==> src/rtl/fetch_sequencer.sv <==
// ---------------------------------------------------------------------------
// fetch_sequencer
//
// Instruction-fetch controller for a synchronous-read instruction memory.
// It drives the word address, tracks the single outstanding read and buffers
// returned words in a 2-entry skid FIFO. Decode takes words through a
// valid/ready handshake.
//
// Ports
//   clk            : system clock, all state on the rising edge
//   rst            : synchronous active-high reset
//   imem_addr      : word address to instruction memory (the pc register)
//   imem_data      : read data, valid the cycle after the address
//   redirect_valid : load redirect_pc, flush buffered and in-flight words
//   redirect_pc    : new fetch address
//   halt           : blocks new fetches while high
//   out_valid      : out_instr/out_pc hold a fetched word
//   out_ready      : decode accepts the word this cycle
//   out_instr      : instruction word at the FIFO head
//   out_pc         : address of out_instr
//   fault          : sticky, a fetch was attempted at pc >= MEM_DEPTH
//
// fetch_sequencer_chk holds the run-time properties of the FIFO and is
// instantiated by the top; it contains no synthesizable logic.
// ---------------------------------------------------------------------------

module fetch_sequencer_chk #(
    parameter int ADDR_W = 32
) (
    input logic              clk,
    input logic              rst,
    input logic              redirect_valid,
    input logic              out_ready,
    input logic              push,
    input logic              pop,
    input logic [1:0]        count,
    input logic              out_valid,
    input logic [31:0]       out_instr,
    input logic [ADDR_W-1:0] out_pc
);

    // A push into a full FIFO without a simultaneous pop would lose a word.
    a_no_overflow: assert property (@(posedge clk) disable iff (rst)
        !(push && !pop && (count == 2'd2)));

    // Occupancy can never exceed the two storage slots.
    a_count_range: assert property (@(posedge clk) disable iff (rst)
        (count != 2'd3));

    // A stalled word must stay put until decode takes it (unless flushed).
    a_hold_stable: assert property (@(posedge clk) disable iff (rst)
        (out_valid && !out_ready && !redirect_valid) |=>
        (out_valid && $stable(out_pc) && $stable(out_instr)));

endmodule

module fetch_sequencer #(
    parameter int                 ADDR_W    = 32,
    parameter int                 MEM_DEPTH = 21,
    parameter logic [ADDR_W-1:0]  RESET_PC  = {ADDR_W{1'b0}}
) (
    input  logic              clk,
    input  logic              rst,
    output logic [ADDR_W-1:0] imem_addr,
    input  logic [31:0]       imem_data,
    input  logic              redirect_valid,
    input  logic [ADDR_W-1:0] redirect_pc,
    input  logic              halt,
    output logic              out_valid,
    input  logic              out_ready,
    output logic [31:0]       out_instr,
    output logic [ADDR_W-1:0] out_pc,
    output logic              fault
);

    typedef enum logic [0:0] {
        ST_RUN   = 1'b0,
        ST_FAULT = 1'b1
    } state_t;

    localparam logic [ADDR_W-1:0] DEPTH_LIMIT = ADDR_W'(MEM_DEPTH);
    localparam logic [ADDR_W-1:0] PC_STEP     = {{(ADDR_W-1){1'b0}}, 1'b1};

    state_t              state_r, state_nxt;
    logic                fault_r, fault_nxt;
    logic [ADDR_W-1:0]   pc_r, pc_nxt;
    logic                inflight_r, inflight_nxt;
    logic [ADDR_W-1:0]   inflight_pc_r, inflight_pc_nxt;

    // Shift-style skid FIFO: slot0 is always the head so the outputs come
    // straight from flops.
    logic [1:0]          count_r, count_nxt;
    logic [31:0]         slot0_instr_r, slot0_instr_nxt;
    logic [ADDR_W-1:0]   slot0_pc_r, slot0_pc_nxt;
    logic [31:0]         slot1_instr_r, slot1_instr_nxt;
    logic [ADDR_W-1:0]   slot1_pc_r, slot1_pc_nxt;

    logic                pop_s;
    logic                push_s;
    logic [2:0]          credit_s;
    logic                in_range_s;
    logic                attempt_s;
    logic                issue_s;

    // Handshake, credit and issue decisions for the current cycle.
    always_comb begin
        pop_s      = (count_r != 2'd0) & out_ready;
        push_s     = inflight_r & ~redirect_valid;
        // pop implies count >= 1, so this never underflows.
        credit_s   = {1'b0, count_r} + {2'b00, inflight_r} - {2'b00, pop_s};
        in_range_s = (pc_r < DEPTH_LIMIT);
        attempt_s  = (state_r == ST_RUN) & ~halt & ~redirect_valid;
        issue_s    = attempt_s & in_range_s & (credit_s <= 3'd1);
    end

    // Next-state logic: FSM, pc, in-flight tracking and FIFO contents.
    always_comb begin
        state_nxt       = state_r;
        pc_nxt          = pc_r;
        inflight_nxt    = issue_s;
        inflight_pc_nxt = inflight_pc_r;
        count_nxt       = count_r;
        slot0_instr_nxt = slot0_instr_r;
        slot0_pc_nxt    = slot0_pc_r;
        slot1_instr_nxt = slot1_instr_r;
        slot1_pc_nxt    = slot1_pc_r;

        case (state_r)
            ST_RUN: begin
                if (attempt_s && !in_range_s) begin
                    state_nxt = ST_FAULT;
                end else begin
                    state_nxt = ST_RUN;
                end
            end
            ST_FAULT: begin
                state_nxt = ST_FAULT;
            end
            default: begin
                state_nxt = ST_FAULT;
            end
        endcase

        if (redirect_valid) begin
            // Redirect wins: any pop this cycle completes, everything else
            // (remaining entries and the outstanding read) is dropped.
            state_nxt = ST_RUN;
            pc_nxt    = redirect_pc;
            count_nxt = 2'd0;
        end else begin
            if (issue_s) begin
                pc_nxt          = pc_r + PC_STEP;
                inflight_pc_nxt = pc_r;
            end else begin
                pc_nxt          = pc_r;
                inflight_pc_nxt = inflight_pc_r;
            end

            case ({push_s, pop_s})
                2'b10: begin
                    if (count_r == 2'd0) begin
                        slot0_instr_nxt = imem_data;
                        slot0_pc_nxt    = inflight_pc_r;
                        count_nxt       = 2'd1;
                    end else if (count_r == 2'd1) begin
                        slot1_instr_nxt = imem_data;
                        slot1_pc_nxt    = inflight_pc_r;
                        count_nxt       = 2'd2;
                    end else begin
                        // Full: unreachable under the credit rule.
                        count_nxt = count_r;
                    end
                end
                2'b01: begin
                    slot0_instr_nxt = slot1_instr_r;
                    slot0_pc_nxt    = slot1_pc_r;
                    count_nxt       = count_r - 2'd1;
                end
                2'b11: begin
                    if (count_r == 2'd1) begin
                        slot0_instr_nxt = imem_data;
                        slot0_pc_nxt    = inflight_pc_r;
                    end else begin
                        slot0_instr_nxt = slot1_instr_r;
                        slot0_pc_nxt    = slot1_pc_r;
                        slot1_instr_nxt = imem_data;
                        slot1_pc_nxt    = inflight_pc_r;
                    end
                    count_nxt = count_r;
                end
                default: begin
                    count_nxt = count_r;
                end
            endcase
        end

        fault_nxt = (state_nxt == ST_FAULT);
    end

    // State registers with synchronous reset.
    always_ff @(posedge clk) begin
        if (rst) begin
            state_r       <= ST_RUN;
            fault_r       <= 1'b0;
            pc_r          <= RESET_PC;
            inflight_r    <= 1'b0;
            inflight_pc_r <= {ADDR_W{1'b0}};
            count_r       <= 2'd0;
            slot0_instr_r <= 32'd0;
            slot0_pc_r    <= {ADDR_W{1'b0}};
            slot1_instr_r <= 32'd0;
            slot1_pc_r    <= {ADDR_W{1'b0}};
        end else begin
            state_r       <= state_nxt;
            fault_r       <= fault_nxt;
            pc_r          <= pc_nxt;
            inflight_r    <= inflight_nxt;
            inflight_pc_r <= inflight_pc_nxt;
            count_r       <= count_nxt;
            slot0_instr_r <= slot0_instr_nxt;
            slot0_pc_r    <= slot0_pc_nxt;
            slot1_instr_r <= slot1_instr_nxt;
            slot1_pc_r    <= slot1_pc_nxt;
        end
    end

    assign imem_addr = pc_r;
    assign out_valid = (count_r != 2'd0);
    assign out_instr = slot0_instr_r;
    assign out_pc    = slot0_pc_r;
    assign fault     = fault_r;

    fetch_sequencer_chk #(
        .ADDR_W (ADDR_W)
    ) u_chk (
        .clk            (clk),
        .rst            (rst),
        .redirect_valid (redirect_valid),
        .out_ready      (out_ready),
        .push           (push_s),
        .pop            (pop_s),
        .count          (count_r),
        .out_valid      (out_valid),
        .out_instr      (out_instr),
        .out_pc         (out_pc)
    );

endmodule

==> config.mk <==
export PLATFORM = sky130hd
export DESIGN_NAME = fetch_sequencer
export DESIGN_NICKNAME = d
export VERILOG_FILES = /design/src/rtl/fetch_sequencer.sv
export SDC_FILE = /design/constraint.sdc
export NUM_CORES = 1
export LEC_CHECK = 0
export CORE_UTILIZATION = 45
export CTS_BUF_LIST = sky130_fd_sc_hd__clkbuf_8 sky130_fd_sc_hd__clkbuf_16
export CTS_CLUSTER_DIAMETER = 30
export DETAILED_ROUTE_END_ITERATION = 7
export GPL_TIMING_DRIVEN = 0
export PLACE_DENSITY = 0.73
export RECOVER_POWER = 25
export SLEW_MARGIN = 10
export SYNTH_ARGS = -nofsm -noshare
export SYNTH_HDL_FRONTEND = slang
export SYNTH_SLANG_ARGS = --single-unit
==> constraint.sdc <==
create_clock -name clk -period 3.6 [get_ports clk]
set_input_delay 0.36 -clock clk [delete_from_list [all_inputs] [get_ports clk]]
set_output_delay 0.36 -clock clk [all_outputs]
set_load 0.02 [all_outputs]
== Word-level counts from Yosys, hierarchy flattened ==
Index checks and enable logic that the tools add are counted.
Word-level totals
  register bits: 196
  bits of input ports: 69
  output and inout bits: 98
Operators by class
  add/subtract/negate cells: 4
  $lt $le $gt $ge: 2
  eq/ne operators: 8
  multiplexer cells: 19
  bitwise logic cells: 9
  reductions and logical operators: 13
Operator list (count)
  $mux W32: 10
  $pmux W32 S3: 2
  $pmux W32 S2: 2
  $add A32 B1 Y32 const B: 1
  $lt A32 B5 Y1 const B: 1
  $reduce_bool A2 Y1: 4
  $and A1 B1 Y1: 6
  $ne A2 B2 Y1 const B: 3
  $eq A2 B1 Y1 const B: 2
  $eq A2 B2 Y1 const B: 2
  $mux W2: 2
  $pmux W2 S2: 1
  $reduce_and A2 Y1: 2
  $reduce_and A4 Y1: 1
  $add A2 B1 Y3: 1
  $le A3 B1 Y1 const B: 1
  $ne A3 B3 Y1 const B: 1
  $not A1 Y1: 3
  $reduce_and A3 Y1: 1
  $reduce_bool A3 Y1: 1
  $sub A3 B1 Y3: 1
  $logic_not A2 Y1: 1
  $pmux W1 S2: 1
  $reduce_or A2 Y1: 1
  4 further kinds: 4

== Longest topological paths before layout ==
Gate-level depths: netlist of the first run.
  depth after elaboration: 7
  depth in mapped cells: 16

== Worst setup path after synthesis of the first run ==
Ideal clock, no wire load.
  path type: flip-flop to flip-flop
  start: register count_r[1]
  end: register inflight_pc_r[22]
  library setup time: 0.116 ns
  data arrival time: 3.198 ns
  data required time: 3.484 ns
  slack: 0.286 ns
  cell stages (with the launch flop): 17
  period minus slack after synthesis: 3.314 ns
  cell sequence: dfxtp_1 > inv_1 > ha_1 > inv_1 > nand2_1 > inv_1 > ha_1 > inv_1 > ha_1 > inv_1 > fa_1 > nor4b_1 > nand2_1 > nor4_4 > nor2_1 > clkbuf_1 > and2_2
On the way
  cells in the longest elaborated chain, start to end: 6
  elaborated cells between the ends (all ways): 7
  those cells by class: add/sub (2); order compare (1); bitwise (2); reduce/logical (2)
RTL lines
  start: declaration: RTL line 92  | logic [1:0] count_r, count_nxt;
  start signal: assignment: RTL line 219  | count_r <= count_nxt;
  $reduce_bool A2 Y1
  named net out_valid: RTL line 69  | output logic out_valid,
  $and A1 B1 Y1: RTL line 107  | pop_s = (count_r != 2'd0) & out_ready;
  $sub A3 B1 Y3: RTL line 110  | credit_s = {1'b0, count_r} + {2'b00, inflight_r} - {2'b00, pop_s};
  $le A3 B1 Y1: RTL line 113  | issue_s = attempt_s & in_range_s & (credit_s <= 3'd1);
  $and A1 B1 Y1: RTL line 113
  $reduce_and A2 Y1 (no line)
  end signal: assignment: RTL line 207  | inflight_pc_r <= {ADDR_W{1'b0}};
  end signal: assignment: RTL line 218  | inflight_pc_r <= inflight_pc_nxt;
  end: declaration: RTL line 88  | logic [ADDR_W-1:0] inflight_pc_r, inflight_pc_nxt;
The timed path passes the listed nets, and every way through them passes these cells.
A chain may end at the register's enable or synchronous reset.

== Final worst setup path of the first run ==
  start: register count_r[1]
  end: register inflight_pc_r[3]
On the way
  cells in the longest elaborated chain, start to end: 6
  elaborated cells between the ends (all ways): 7
  those cells by class: add/sub (2); order compare (1); bitwise (2); reduce/logical (2)
RTL lines (RTL line)
  branches (longest 2 deep; another with $add A2 B1 Y3)
  $sub A3 B1 Y3 *: 110
  $le A3 B1 Y1 *: 113
  $and A1 B1 Y1 *: 113
  $reduce_and A2 Y1 (no line) *
Every way passes the cells marked *.

==> impl_metrics.csv, run 1 <==
group,metric,value,unit
power_and_ir_drop,combPwrFrac,6.1,%
routing,postRouteAntennaNets,0,
yosys,async_flop_share,0,%
timing,slew_violations,0,
placed_design,gp_congestion,0.775,
yosys,yosysMostFrequentCell,"dfxtp_1",
power_and_ir_drop,power.internal,3530,uW
power_and_ir_drop,p_seq_share,49.1,%
routing,drt_iter0_drc,237,
timing,rsz0062_at_grt,"no",
grt,grt_max_degree,17,
cts,cts_sinks,196,
yosys,synth_top_family_by_area,"simple AND/OR/NAND/NOR gates",
cts,cts_htree_levels,4,
yosys,ys.flop_type,"dfxtp_1",
timing,setup_violations,0,
timing,fin_crit_sh,92.9,%
cts,clock-root-buffer,"clkbuf_16",
die,initial_utilization,46.4,%
yosys,yosys_register_bits,196,
yosys,avgSynthCellArea,9.36,um^2
critical_path,critical-path-slowest-cell,"fa_1",
grt,grt_util_met3,5.82,%
placed_design,dpl.cell_count,1171,
cts,numCtsBuffers,17,
critical_path,worst-endpoint-arrival,3.65,ns
critical_path,cp_max_fo,10,
yosys,synthAdderAreaFrac,1.29,%
placed_design,hpwl,12.6,mm
critical_path,path_common_cell,"inv_1",
yosys,yosysSeqAreaShare,53.0,%
die,die_h,130,um
yosys,yosys-top-cells-count,"dfxtp_1, nand2_1, nor2_1, mux2i_1, a21oi_1",
timing,relSlewSlack,48.9,%
yosys,synth.distinct_cells,38,
cts,cts_tree,"yes",
timing,hold_viol_final,0,
finish,area_delta_synth_final,35.2,%
routing,vias_per_cell,5.05,
critical_path,crit_required,3.90,ns
finish,insertedDiodeCount,0,
cts,cts_max_path_buffers,2,
power_and_ir_drop,leakagePower,0.00355,uW
yosys,synth_compound_area_share,14.6,%
timing,worstMarginPinSlew,0.762,ns
grt,antenna_found_initial,0,
routing,wirelength,17.8,mm
routing,drt-pass1-iter-count,5,
power_and_ir_drop,swShare,21.7,%
cts,cts.clk_slew.worst_paths,0.06,ns
grt,gr-total-overflow,0,
cts,cts_hold_buf,0,
yosys,synthCells,790,
yosys,synth_top_area_cell,"dfxtp_1",
yosys,synth_area_leaders,"dfxtp_1, mux2i_1, nand2_1",
grt,grt_pass1_vias,5801,
grt,met2_usage,36.0,%
placed_design,portBuffers,165,
grt,grt_usage,21.7,%
critical_path,start_kind,"register",
die,die_area,0.0170,mm^2
critical_path,end_kind,"register",
run_status,status,"complete, no violations",
routing,avgRoutedWirePerCell,14.8,um
yosys,yosysTopAreaCellShare,53.0,%
power_and_ir_drop,peakVddDrop,0.376,mV
power_and_ir_drop,clkPwrFrac,44.8,%
critical_path,critical-path-max-stage-delay,0.47,ns
power_and_ir_drop,p_sw,977,uW
die,fp-row-count,46,
worst_hold_path,hold_class,"reg2reg",
yosys,muxShareOfSynthArea,10.7,%
die,core_area,0.0159,mm^2
yosys,synth-simple-area-share,16.1,%
die,die_w,130,um
flow_run,cap_viol_max_count,0,
timing,fin_skew,0.00860,ns
routing,vias,6091,
power_and_ir_drop,finalPower,4510,uW
grt,grt_busiest_layer,"met2",
yosys,synth_xor_area_share,0.355,%
finish,drive_gt1_share,5.66,%
power_and_ir_drop,p_per_area,451,mW/mm^2
routing,remaining_drc_errors,0,
die,num_io_pins,167,
yosys,syn_area,0.00740,mm^2
yosys,synth_edf_count,0,
timing,max_freq,299,MHz
timing,period_minus_slack,3.34,ns
yosys,synth_fp_nets,866,
grt,use_met1,27.4,%
critical_path,path_cells,"inv_1 -> ha_4 -> inv_1 -> nand2_1 -> inv_1 -> ha_1 -> inv_1 -> ha_1 -> inv_1 -> fa_1 -> nor4b_1 -> nand2_1 -> buf_4 -> nor4_4 -> buf_12 -> mux2i_1 -> nor2_1",
finish,fin_cells,1206,
cts,insertion_delay,0.43,ns
finish,nets,1053,
finish,final_util,62.7,%
yosys,yosys_warnings,0,
critical_path,path_class,"reg2reg",
grt,grt_pass1_wl,28.6,mm
## logic make-up (layout without fill, tap and decap cells)
kind of cell | count (synthesis) | count (layout)
xor+xnor | 3 | 3
compound gates | 164 | 164
mux | 79 | 79
fa+ha+maj | 7 | 7
simple gates | 271 | 271
flops | 196 | 196
buf+inv | 70 | 270
## repair_timing
item	in CTS	in global routing
gates resized for setup	0	2
buffers inserted	1	2
setup endpoints to repair	20	48
pin swaps	1	2
## placed cells by master, fill, tap and decap left out, drive strengths merged, types with 2 or more instances in the layout
cell           synthesis  final
o21a                   2      2
or3                    2      2
ha                     6      6
nand3b                 2      2
bufinv                 0      4
xnor2                  3      3
mux2i                 78     78
a211oi                64     64
clkinv                 0      3
nor3                   5      5
nor2b                  2      2
clkbuf                49     68
nand2                137    137
clkinvlp               0      3
and2                  27     27
nor2                  81     81
a22o                  20     20
clkdlybuf4s50          0     92
dlygate4sd3            0     73
dfxtp                196    196
a21oi                 71     71
nand4                  2      2
a31oi                  2      2
inv                   11     14
nor4                   8      8
buf                   10     13
## registers in the layout, summed over array words and instances (netlist names), 2 cells and up
name	count
imem_addr	32
out_instr	32
inflight_pc_r	32
out_pc	32
slot1_pc_r	32
slot1_instr_r	32
count_r	2
## metrics by stage
step	setup TNS, ns	worst slack (ns)	area (um^2)	hold slack [ns]
2_1_floorplan	0	0.286	7400	0.436
3_3_place_gp	-2.74	-0.174	9320	0.441
3_5_place_dp	-3.24	-0.202	9320	0.447
4_1_cts	0	0.0964	9960	0.456
5_1_grt	0	0.00305	10000	0.469
6_report	0	0.256	10000	0.454
## routing by layer
metal	share of wire (%)	vias to the layer above
li1	-	3098
met1	47	2831
met2	46	145
met3	5.7	17
met4	0.76	0
met5	0	-
## final timing paths
kind | from | end | slack, ns | cells past startpoint
setup / recovery | count_r[1] | inflight_pc_r[3] | 0.26 | 17
hold / removal | slot1_instr_r[30] | slot1_instr_r[30] | 0.45 | 2
setup reg to reg | count_r[1] | inflight_pc_r[3] | 0.26 | 17
hold reg to reg | slot1_instr_r[30] | slot1_instr_r[30] | 0.45 | 2
## power groups by stage
stage	clock network, uW	logic, uW	registers (uW)
floorplan	0	93.0	2280
global placement	0	275	2260
detailed placement	0	276	2260
CTS	2060	279	2210
global route	2140	295	2210
finish	2020	274	2210
## area by class of cell
type                       count  area, um^2
fill                        1362        5940
tap                          216         270
inverter                      11        41.3
clock inverter                13         179
multi-input combinational    524        3200
buffer                        59         245
timing repair buffer         168        1690
sequential                   196        3920
clock buffer                  19         453
## worst max-delay path, delay by kind of cell (launching register included)
kind / cells / cell delay [ns]
adders and majority gates: 4 / 1.00
buffers and inverters: 7 / 0.76
DFF: 1 / 0.39
muxes: 1 / 0.18
and+or+nand+nor: 5 / 0.85
(Power assumes the default switching activity.)
==> inputs of run 2 (changes only) <==
CORE_MARGIN = 3   (was unset)
SKIP_CTS_REPAIR_TIMING = 1   (was unset)
==> impl_metrics.csv, run 2 (synthesis results as in run 1) <==
group,metric,value,unit
cts,cts.clk_slew.worst_paths,0.07,ns
placed_design,portBuffers,165,
critical_path,path_cells,"inv_1 -> ha_4 -> inv_1 -> nand2_1 -> inv_1 -> ha_1 -> inv_1 -> ha_1 -> inv_1 -> fa_1 -> nor4b_1 -> nand2_1 -> nor4_4 -> buf_4 -> nor3_1 -> buf_2 -> a22o_1",
cts,cts_htree_levels,4,
critical_path,worst-endpoint-arrival,3.66,ns
critical_path,end_kind,"register",
routing,drt_iter0_drc,231,
critical_path,critical-path-slowest-cell,"fa_1",
routing,met3_length,1.11,mm
finish,final_common_cell,"dfxtp_1",
power_and_ir_drop,finalPower,4270,uW
grt,gr-total-overflow,0,
finish,insertedDiodeCount,0,
critical_path,cp_num_buf_inv,7,
routing,drt-pass1-iter-count,4,
finish,final_area,0.00993,mm^2
critical_path,r2r.worst_path.cells,17,
cts,numCtsBuffers,17,
timing,setup_violations,0,
routing,wirelength,18.3,mm
grt,grt_usage,20.6,%
critical_path,r2r-start,"count_r[1]",
grt,grt_max_degree,19,
grt,grt_pass1_wl,29.8,mm
timing,fin_crit_sh,92.7,%
die,die_h,134,um
routing,vias,6127,
placed_design,gp_congestion,0.813,
routing,postRouteAntennaNets,0,
placed_design,postPlaceCellArea,0.00932,mm^2
routing,met1_length,8.36,mm
finish,layout_common_cells,"dfxtp_1, nand2_1, clkdlybuf4s50_1",
timing,fin_skew,0.0136,ns
placed_design,hpwl,13.1,mm
timing,fin_ws,0.263,ns
timing,rsz0062_at_grt,"no",
worst_hold_path,min_path_cells,2,
routing,avgRoutedWirePerCell,15.2,um
cts,clock-root-buffer,"clkbuf_16",
power_and_ir_drop,peakVddDrop,0.331,mV
worst_hold_path,hold_class,"reg2reg",
routing,wl_met2,8.64,mm
run_status,status,"complete, no violations",
worst_hold_path,hp-start,"slot1_pc_r[24]",
routing,vias_per_cell,5.08,
timing,period_minus_slack,3.34,ns
timing,whs,0.455,ns
finish,drive_gt1_share,6.16,%
die,core_area,0.0160,mm^2
routing,remaining_drc_errors,0,
finish,area_delta_synth_final,34.2,%
timing,slew_violations,0,
cts,cts_max_path_buffers,2,
timing,worstMarginPinSlew,0.806,ns
grt,antenna_found_initial,1,
critical_path,path_class,"reg2reg",
critical_path,r2r_slack,0.26,ns
power_and_ir_drop,p_per_area,430,mW/mm^2
critical_path,path_common_cell,"inv_1",
critical_path,critical-path-max-stage-delay,0.47,ns
die,die_area,0.0180,mm^2
worst_hold_path,min_to,"slot1_pc_r[24]",
die,fp-row-count,46,
placed_design,dp_slack,-0.224,ns
timing,hold_viol_final,0,
finish,n_fill_cell,1442,
critical_path,r2r_end,"imem_addr[23]",
cts,insertion_delay,0.43,ns
critical_path,start_kind,"register",
power_and_ir_drop,leakagePower,0.00352,uW
critical_path,crit_required,3.92,ns
placed_design,dpl.cell_count,1171,
routing,top_layer_used,"met5",
die,die_w,134,um
finish,nets,1054,
critical_path,cp_max_fo,10,
die,initial_utilization,46.2,%
cts,cts_tree,"yes",
grt,grt_pass1_vias,5821,
timing,max_freq,300,MHz
cts,cts_sinks,196,
timing,relSlewSlack,45.9,%
die,num_io_pins,167,
finish,fin_cells,1207,
critical_path,cp_top_family,"adder cells",
flow_run,cap_viol_max_count,0,
run 2: changes by cell type in the layout (fill, tap and decap cells not counted), sizes merged:
cell | before | now
inv | 14 | 17
clkbuf | 68 | 66
clkinv | 3 | 5
buf | 13 | 15
bufinv | 4 | 0
run 2: area by class of cell:
type	instances	area, um^2	area share [%]
buffer	59	248	2.50
clock buffer	18	439	4.42
clock inverter	14	121	1.22
inverter	11	41.3	0.416
multi-input combinational	524	3200	32.3
sequential	196	3920	39.5
tap	216	270	2.72
timing repair buffer	169	1680	16.9
run 2: worst min-delay path: stages (launching register included):
cell and delay, ns:
dfxtp_1 0.31, nand2_1 0.05, a21oi_1 0.05
run 2: worst max path at each step:
stage | start | end | cells after the start
6_report | count_r[1] | imem_addr[23] | 17
5_1_grt | count_r[1] | inflight_pc_r[23] | 17
4_1_cts | count_r[1] | inflight_pc_r[26] | 16
3_5_place_dp | out_ready | inflight_pc_r[26] | 14
3_3_place_gp | out_ready | inflight_pc_r[26] | 14
2_1_floorplan | count_r[1] | inflight_pc_r[22] | 16
run 2: metrics by stage:
step,util (%),TNS [ns]
final,62.0,0
after global routing,62.0,0
after CTS,61.7,-3.61
after detailed placement,58.2,-3.76
after global placement,58.2,-3.40
after floorplan,-,0
run 2: where the power goes:
| part | leakage, uW | switching (uW) | internal, uW |
|---|---|---|---|
| Sequential | 0.00158 | 20.4 | 2190 |
| Combinational | 0.00167 | 137 | 139 |
| Clock | 0.000266 | 858 | 923 |
| Total | 0.00352 | 1020 | 3250 |
run 2: routing by layer:
metal,up-vias,track usage (%)
li1,3106,-
met1,2847,26.8
met2,156,33.7
met3,16,6.38
met4,2,5.09
met5,-,0
